--- src/rtl/comb_pkg.sv ---
// Shared defaults for the comb filter family (combfilter and inverse_comb).
package comb_pkg;

  localparam int WIDTH_DEFAULT = 4;
  localparam int DELAY_DEFAULT = 4;

  // Counter width able to hold the values 0..max_val.
  function automatic int count_width(input int max_val);
    return (max_val < 2) ? 1 : $clog2(max_val + 1);
  endfunction

endpackage

--- src/rtl/comb_delay_line.sv ---
// DELAY-deep shift register of recovered samples; exposes only the oldest tap.
module comb_delay_line
  import comb_pkg::*;
#(
  parameter int WIDTH = WIDTH_DEFAULT,
  parameter int DELAY = DELAY_DEFAULT
) (
  input  logic             clk_i,
  input  logic             clr_n_i,
  input  logic             shift_en_i,
  input  logic [WIDTH-1:0] data_i,
  output logic [WIDTH-1:0] oldest_o
);

  logic [WIDTH-1:0] taps_q [DELAY];

  // Tap 0 is the newest entry and tap DELAY-1 the oldest.
  always_ff @(posedge clk_i) begin
    if (!clr_n_i) begin
      for (int i = 0; i < DELAY; i++) taps_q[i] <= '0;
    end else if (shift_en_i) begin
      taps_q[0] <= data_i;
      for (int i = 1; i < DELAY; i++) taps_q[i] <= taps_q[i-1];
    end
  end

  assign oldest_o = taps_q[DELAY-1];

endmodule

--- src/rtl/inverse_comb.sv ---
// Inverse of a feedforward comb: x[n] = y[n] - x[n-DELAY] mod 2^WIDTH, 1-cycle latency.
// Optional INVERSE_COMB_PRIMED_EN adds primed_o, high once DELAY samples were accepted.
module inverse_comb
  import comb_pkg::*;
#(
  parameter int WIDTH = WIDTH_DEFAULT,
  parameter int DELAY = DELAY_DEFAULT
) (
  input  logic             CLK_i,
  input  logic             RST_N_i,
  input  logic             valid_i,
  input  logic [WIDTH-1:0] data_in,
  output logic             valid_o,
`ifdef INVERSE_COMB_PRIMED_EN
  output logic [WIDTH-1:0] data_out,
  output logic             primed_o
`else
  output logic [WIDTH-1:0] data_out
`endif
);

  logic [WIDTH-1:0] oldest;
  logic [WIDTH-1:0] data_d;
  logic [WIDTH-1:0] data_q;
  logic             valid_q;

  // Wrapping subtraction: no extra bits, no saturation.
  assign data_d = data_in - oldest;

  comb_delay_line #(
    .WIDTH (WIDTH),
    .DELAY (DELAY)
  ) u_delay_line (
    .clk_i      (CLK_i),
    .clr_n_i    (RST_N_i),
    .shift_en_i (valid_i),
    .data_i     (data_d),
    .oldest_o   (oldest)
  );

  always_ff @(posedge CLK_i) begin
    if (!RST_N_i) begin
      data_q  <= '0;
      valid_q <= 1'b0;
    end else begin
      valid_q <= valid_i;
      if (valid_i) data_q <= data_d;
    end
  end

  assign data_out = data_q;
  assign valid_o  = valid_q;

`ifdef INVERSE_COMB_PRIMED_EN
  localparam int CW = count_width(DELAY);

  logic [CW-1:0] fill_q;
  logic          primed_q;

  // Counter saturates at DELAY; primed latches on the edge taking the DELAY-th sample.
  always_ff @(posedge CLK_i) begin
    if (!RST_N_i) begin
      fill_q   <= '0;
      primed_q <= 1'b0;
    end else if (valid_i) begin
      if (fill_q != CW'(DELAY)) fill_q <= fill_q + CW'(1);
      if (fill_q == CW'(DELAY - 1)) primed_q <= 1'b1;
    end
  end

  assign primed_o = primed_q;
`endif

endmodule

--- config.mk ---
export PLATFORM = sky130hd
export DESIGN_NAME = inverse_comb
export DESIGN_NICKNAME = d
export VERILOG_FILES = /design/src/rtl/comb_pkg.sv /design/src/rtl/comb_delay_line.sv /design/src/rtl/inverse_comb.sv
export SDC_FILE = /design/constraint.sdc
export NUM_CORES = 1
export LEC_CHECK = 0
export CAP_MARGIN = 20
export CELL_PAD_IN_SITES_DETAIL_PLACEMENT = 1
export CELL_PAD_IN_SITES_GLOBAL_PLACEMENT = 1
export CORE_MARGIN = 2
export CORE_UTILIZATION = 42
export DETAILED_ROUTE_END_ITERATION = 8
export GPL_TIMING_DRIVEN = 0
export PLACE_DENSITY_LB_ADDON = 0.3
export SYNTH_ARGS = -nofsm -noshare
export SYNTH_HDL_FRONTEND = slang
export SYNTH_SLANG_ARGS = --single-unit
--- constraint.sdc ---
create_clock -name CLK_i -period 2.05 [get_ports CLK_i]
set_clock_uncertainty 0.15 [all_clocks]
set_input_delay 0.41 -clock CLK_i [delete_from_list [all_inputs] [get_ports CLK_i]]
set_output_delay 0.41 -clock CLK_i [all_outputs]
set_load 0.01 [all_outputs]
==> flow_summary.yaml, run 1 <==
detailed_routing:
  viasPerCell: 5.29
  drt_pass1_iterations: 4
  wl_um: 1660
  drc: 0
  wire_per_inst_um: 15.5
  vias: 566
  drtIter0Drc: 1
  drtAntennaViolNets: 0
place:
  gp_congestion: 0.698
  dpl_worst_slack_ns: -0.186
  placed_cell_area_um2: 1030
  place_hpwl_um: 1150
  dp_cells: 103
  port_buffers: 11
sta:
  fin_crit_ns: 1.91
  worst-slew-pin-transition_ns: 0.726
  period_share_pct: 93.4
  setup_tns_ns: 0
  fin_hold_ws_ns: 0.350
  setup_violations: 0
  hold_viol: 0
  setup_slack_ns: 0.136
  maxSlewHeadroom_pct: 51.6
  rsz0062_at_grt: "no"
  max_clock_freq_mhz: 522
  slew_violations: 0
outcome:
  status: "completed"
power_and_ir_drop:
  p_per_area_nw_per_um2: 764
  ir_worst_vdd_uv: 496
  power_mw: 0.809
  p_leak_nw: 0.481
final_layout:
  multi_input_area_um2: 265
  finalCoreUtilization_pct: 53.5
  syn_to_final_growth_pct: 19.1
  drive_gt1_share_pct: 10.0
  nNetsFinal: 92
  diodes: 0
  final_cell_count_no_fill: 107
  final_area_um2: 1060
  regArea_um2: 581
  nFillCells: 211
yosys:
  seq_area_frac_synth_pct: 65.3
  yosys.area.top_type: "edfxtp_1"
  syn-num-nets: 76
  yosysMostFrequentCell: "edfxtp_1"
  synth_common_cells: "16 x edfxtp_1, 13 x and3_1, 6 x inv_1"
  avgSynthCellArea_um2: 13.7
  ys_ff_latch: 21
  synthCells: 65
  syn_area_um2: 890
  synth_edf_count: 16
  synth_top_area_share_pct: 54.0
  synth_cell_types: 21
  synth_ff_type: "edfxtp_1"
  synth_async_sr_flop_share_pct: 0
  synth_warnings: 0
  synth_area_leaders: "edfxtp_1 54%, dfxtp_1 11%, and3_1 9.1%"
grt:
  grt_use_total_pct: 15.0
  antenna_found_initial: 0
  grt_pass1_wl_um: 2760
  grt_max_degree: 18
  grt_pass1_vias: 584
  grt-ovfl-total: 0
worst_setup_path:
  cp.required_ns: 1.97
  end_kind: "flip-flop"
  criticalPathCategory: "input port to flip-flop"
  crit_path_start_kind: "input port"
  cp.arrival_ns: 1.83
  cp_max_fo: 2
  setup.worst_path.start: "data_in[0]"
  timing.rr.start: "u_delay_line.taps_q[0][12]"
clocking:
  holdBufCountCts: 0
  cts_root_buffer: "clkbuf_4"
  ctsHtreeMaxLevel: 1
  numCtsBuffers: 3
  tritoncts: "built"
  post_cts_buffers: 0
  clk_latency_ns: 0.30
  clkTransAtPathRegs_ns: 0.12
  post_cts_resized: 0
  clkSinkCount: 21
  cts_buffer_depth: 2
floorplan:
  coreArea_um2: 1980
  rows: 16
  die_w_um: 50.0
  num_io_pins: 12
  die_y_um: 50.0
  dieArea_um2: 2500
  start_util_pct: 44.9
hold_path:
  hp-class: "flip-flop to flip-flop"
  hp-start: "data_out[0]"
run:
  maxCapViolCount: 0
==> placed cells by master (no fill, tap or decap) <==
| cell type | n |
|---|---|
| inv_1 | 6 |
| buf_2 | 2 |
| edfxtp_1 | 16 |
| dfxtp_1 | 5 |
| and3_1 | 13 |
| o211a_1 | 2 |
| ha_1 | 3 |
| fa_1 | 1 |
| mux2i_1 | 1 |
| a21oi_1 | 1 |
| nor2b_1 | 1 |
| clkdlybuf4s50_1 | 11 |
| or2b_1 | 1 |
| clkbuf_4 | 3 |
| nand3b_1 | 1 |
| clkbuf_1 | 1 |
| a211o_1 | 1 |
| nand4_1 | 1 |
| buf_6 | 1 |
| nand2_2 | 1 |
| o211ai_2 | 1 |
| nand2_1 | 3 |
| xnor2_1 | 2 |
| nor2_1 | 2 |
==> power breakdown <==
group	internal (mW)	switching, mW
clock	0.0759	0.126
sequential	0.490	0.00934
combinational	0.0533	0.0548
total	0.619	0.190
==> area by class of cell <==
cell class	instances	area share, %
multi-input combinational	35	25.0
inverter	6	2.13
timing repair buffer	11	10.4
clock buffer	4	2.48
buffer	3	2.01
tap	27	3.19
sequential	21	54.8
==> worst paths after layout <==
check                                   end  slack [ns]  cells after the start
hold reg to reg                 data_out[0]        0.35                      1
setup reg to reg  u_delay_line.taps_q[0][2]        0.33                      5
setup / recovery  u_delay_line.taps_q[0][2]        0.14                      7
hold / removal                  data_out[0]        0.35                      1
==> logic make-up after synthesis <==
logic type | count (synthesis) | share of synthesized area (%)
compound gates | 5 | 5.20
buf+inv | 9 | 4.92
flops | 21 | 65.3
simple gates | 23 | 15.1
fa+ha+maj | 4 | 6.47
mux | 1 | 1.13
xor+xnor | 2 | 1.97
==> sequential cells by signal (all words and copies together), names as in the netlist <==
register	flops
data_out	4
u_delay_line.taps_q	16
valid_o	1
==> per-layer routing <==
| layer | global-route usage (%) | vias up | wire length (um) |
|---|---|---|---|
| met5 | 0 | - | 0 |
| met4 | 5.56 | 0 | 27 |
| met3 | 2.42 | 5 | 79 |
| met2 | 22.4 | 13 | 786 |
| met1 | 21.8 | 287 | 768 |
| li1 | - | 261 | - |
==> critical path, stage by stage <==
cell             delay (ns)
clkdlybuf4s50_1        0.40
inv_1                  0.06
ha_1                   0.16
inv_1                  0.06
fa_1                   0.37
xnor2_1                0.29
nor2_1                 0.08
No activity file was read; power rests on OpenSTA's default activity.
==> run 2: changes to the inputs <==
CTS_CLUSTER_SIZE = 8   (was not set)
==> results of run 2 <==
The final DEF is identical to that of run 1; final timing and power are the same.
==> run 3: changes to the inputs <==
CORE_UTILIZATION = 43   (was 42)
clock period = 2.46 ns   (was 2.05 ns; I/O delays follow)
==> flow_summary.yaml, run 3 (synthesis gave the netlist of run 1 again) <==
final_layout:
  nNetsFinal: 92
  final_cell_mix: "16 x edfxtp_1, 13 x and3_1, 11 x clkdlybuf4s50_1, 6 x inv_1, 5 x dfxtp_1"
  drive_gt1_share_pct: 10.0
  final_common_cell: "edfxtp_1"
  diodes: 0
  syn_to_final_growth_pct: 19.1
  largest_reg_flops: 16
  final_area_um2: 1060
  finalCoreUtilization_pct: 54.0
  final_cell_count_no_fill: 107
  largest_register: "u_delay_line.taps_q"
floorplan:
  coreArea_um2: 1960
  start_util_pct: 45.3
  die_w_um: 49.5
  dieArea_um2: 2450
  die_y_um: 49.5
  rows: 16
  num_io_pins: 12
worst_setup_path:
  cp.required_ns: 2.37
  end_kind: "flip-flop"
  criticalPathCategory: "input port to flip-flop"
  crit_path_start_kind: "input port"
  cp_max_fo: 2
  cp.arrival_ns: 1.89
detailed_routing:
  drtIter0Drc: 4
  vias: 523
  viasPerCell: 4.89
  wire_per_inst_um: 15.7
  wl_um: 1680
  drt_pass1_iterations: 2
  drc: 0
  drtAntennaViolNets: 0
clocking:
  cts_root_buffer: "clkbuf_4"
  ctsHtreeMaxLevel: 1
  holdBufCountCts: 0
  clkSinkCount: 21
  clk_latency_ns: 0.30
  post_cts_buffers: 0
  clkTransAtPathRegs_ns: 0.11
  post_cts_resized: 0
  cts_buffer_depth: 2
  numCtsBuffers: 3
  tritoncts: "built"
sta:
  setup_violations: 0
  max_clock_freq_mhz: 506
  fin_hold_ws_ns: 0.350
  worst-slew-pin-transition_ns: 0.708
  slew_violations: 0
  maxSlewHeadroom_pct: 52.8
  rsz0062_at_grt: "no"
  hold_viol: 0
  period_share_pct: 80.4
  setup_tns_ns: 0
  fin_crit_ns: 1.98
power_and_ir_drop:
  ir_worst_vdd_uv: 303
  p_per_area_nw_per_um2: 633
  p_leak_nw: 0.481
place:
  port_buffers: 11
  placed_cell_area_um2: 1030
  gp_congestion: 0.682
  place_hpwl_um: 1240
  dp_cells: 103
grt:
  grt_pass1_wl_um: 2830
  grt-ovfl-total: 0
  grt_pass1_vias: 556
  antenna_found_initial: 0
  grt_use_total_pct: 16.3
  grt_max_degree: 18
run:
  maxCapViolCount: 0
outcome:
  status: "completed"
hold_path:
  hp-class: "flip-flop to flip-flop"
## run 3: area by class of cell
| type | instances | area [um^2] |
|---|---|---|
| Timing Repair Buffer | 11 | 110 |
| Buffer | 3 | 21.3 |
| Inverter | 6 | 22.5 |
| Multi-Input combinational cell | 35 | 265 |
| Sequential cell | 21 | 581 |
| Fill cell | 232 | 902 |
| Tap cell | 27 | 33.8 |
| Clock buffer | 4 | 26.3 |
## run 3: where the power goes
| part | total, mW | internal, mW | switching, mW |
|---|---|---|---|
| logic | 0.0911 | 0.0446 | 0.0465 |
| clock network | 0.164 | 0.0634 | 0.101 |
| registers | 0.416 | 0.408 | 0.00729 |
| total | 0.671 | 0.516 | 0.155 |
## run 3: routing by layer
layer / vias to the layer above / global-route usage (%) / wire length [um]
li1: 262 / - / -
met4: 0 / 9.72 / 51
met1: 246 / 20.0 / 739
met5: - / 0 / 0
met3: 5 / 2.12 / 38
met2: 10 / 27.3 / 851
## run 3: metrics by stage
| stage | total power, mW | worst slack (ns) |
|---|---|---|
| 4_1_cts | 0.680 | 0.457 |
| 6_report | 0.671 | 0.482 |
| 2_1_floorplan | 0.471 | 0.747 |
| 5_1_grt | 0.704 | 0.370 |
| 3_3_place_gp | 0.510 | 0.160 |
| 3_5_place_dp | 0.517 | 0.128 |
## run 3: worst max-delay path, stage by stage
cell and delay, ns:
clkdlybuf4s50_1 0.40, inv_1 0.05, ha_1 0.16, inv_1 0.06, fa_1 0.39, xnor2_1 0.26, nor2_1 0.08
## run 3: worst paths after layout
kind / endpoint / slack (ns) / cells after the start / start
max: u_delay_line.taps_q[0][2] / 0.48 / 7 / data_in[0]
min: data_out[2] / 0.35 / 1 / data_out[2]
min reg2reg: data_out[2] / 0.35 / 1 / data_out[2]
max reg2reg: u_delay_line.taps_q[0][1] / 0.78 / 4 / u_delay_line.taps_q[0][12]
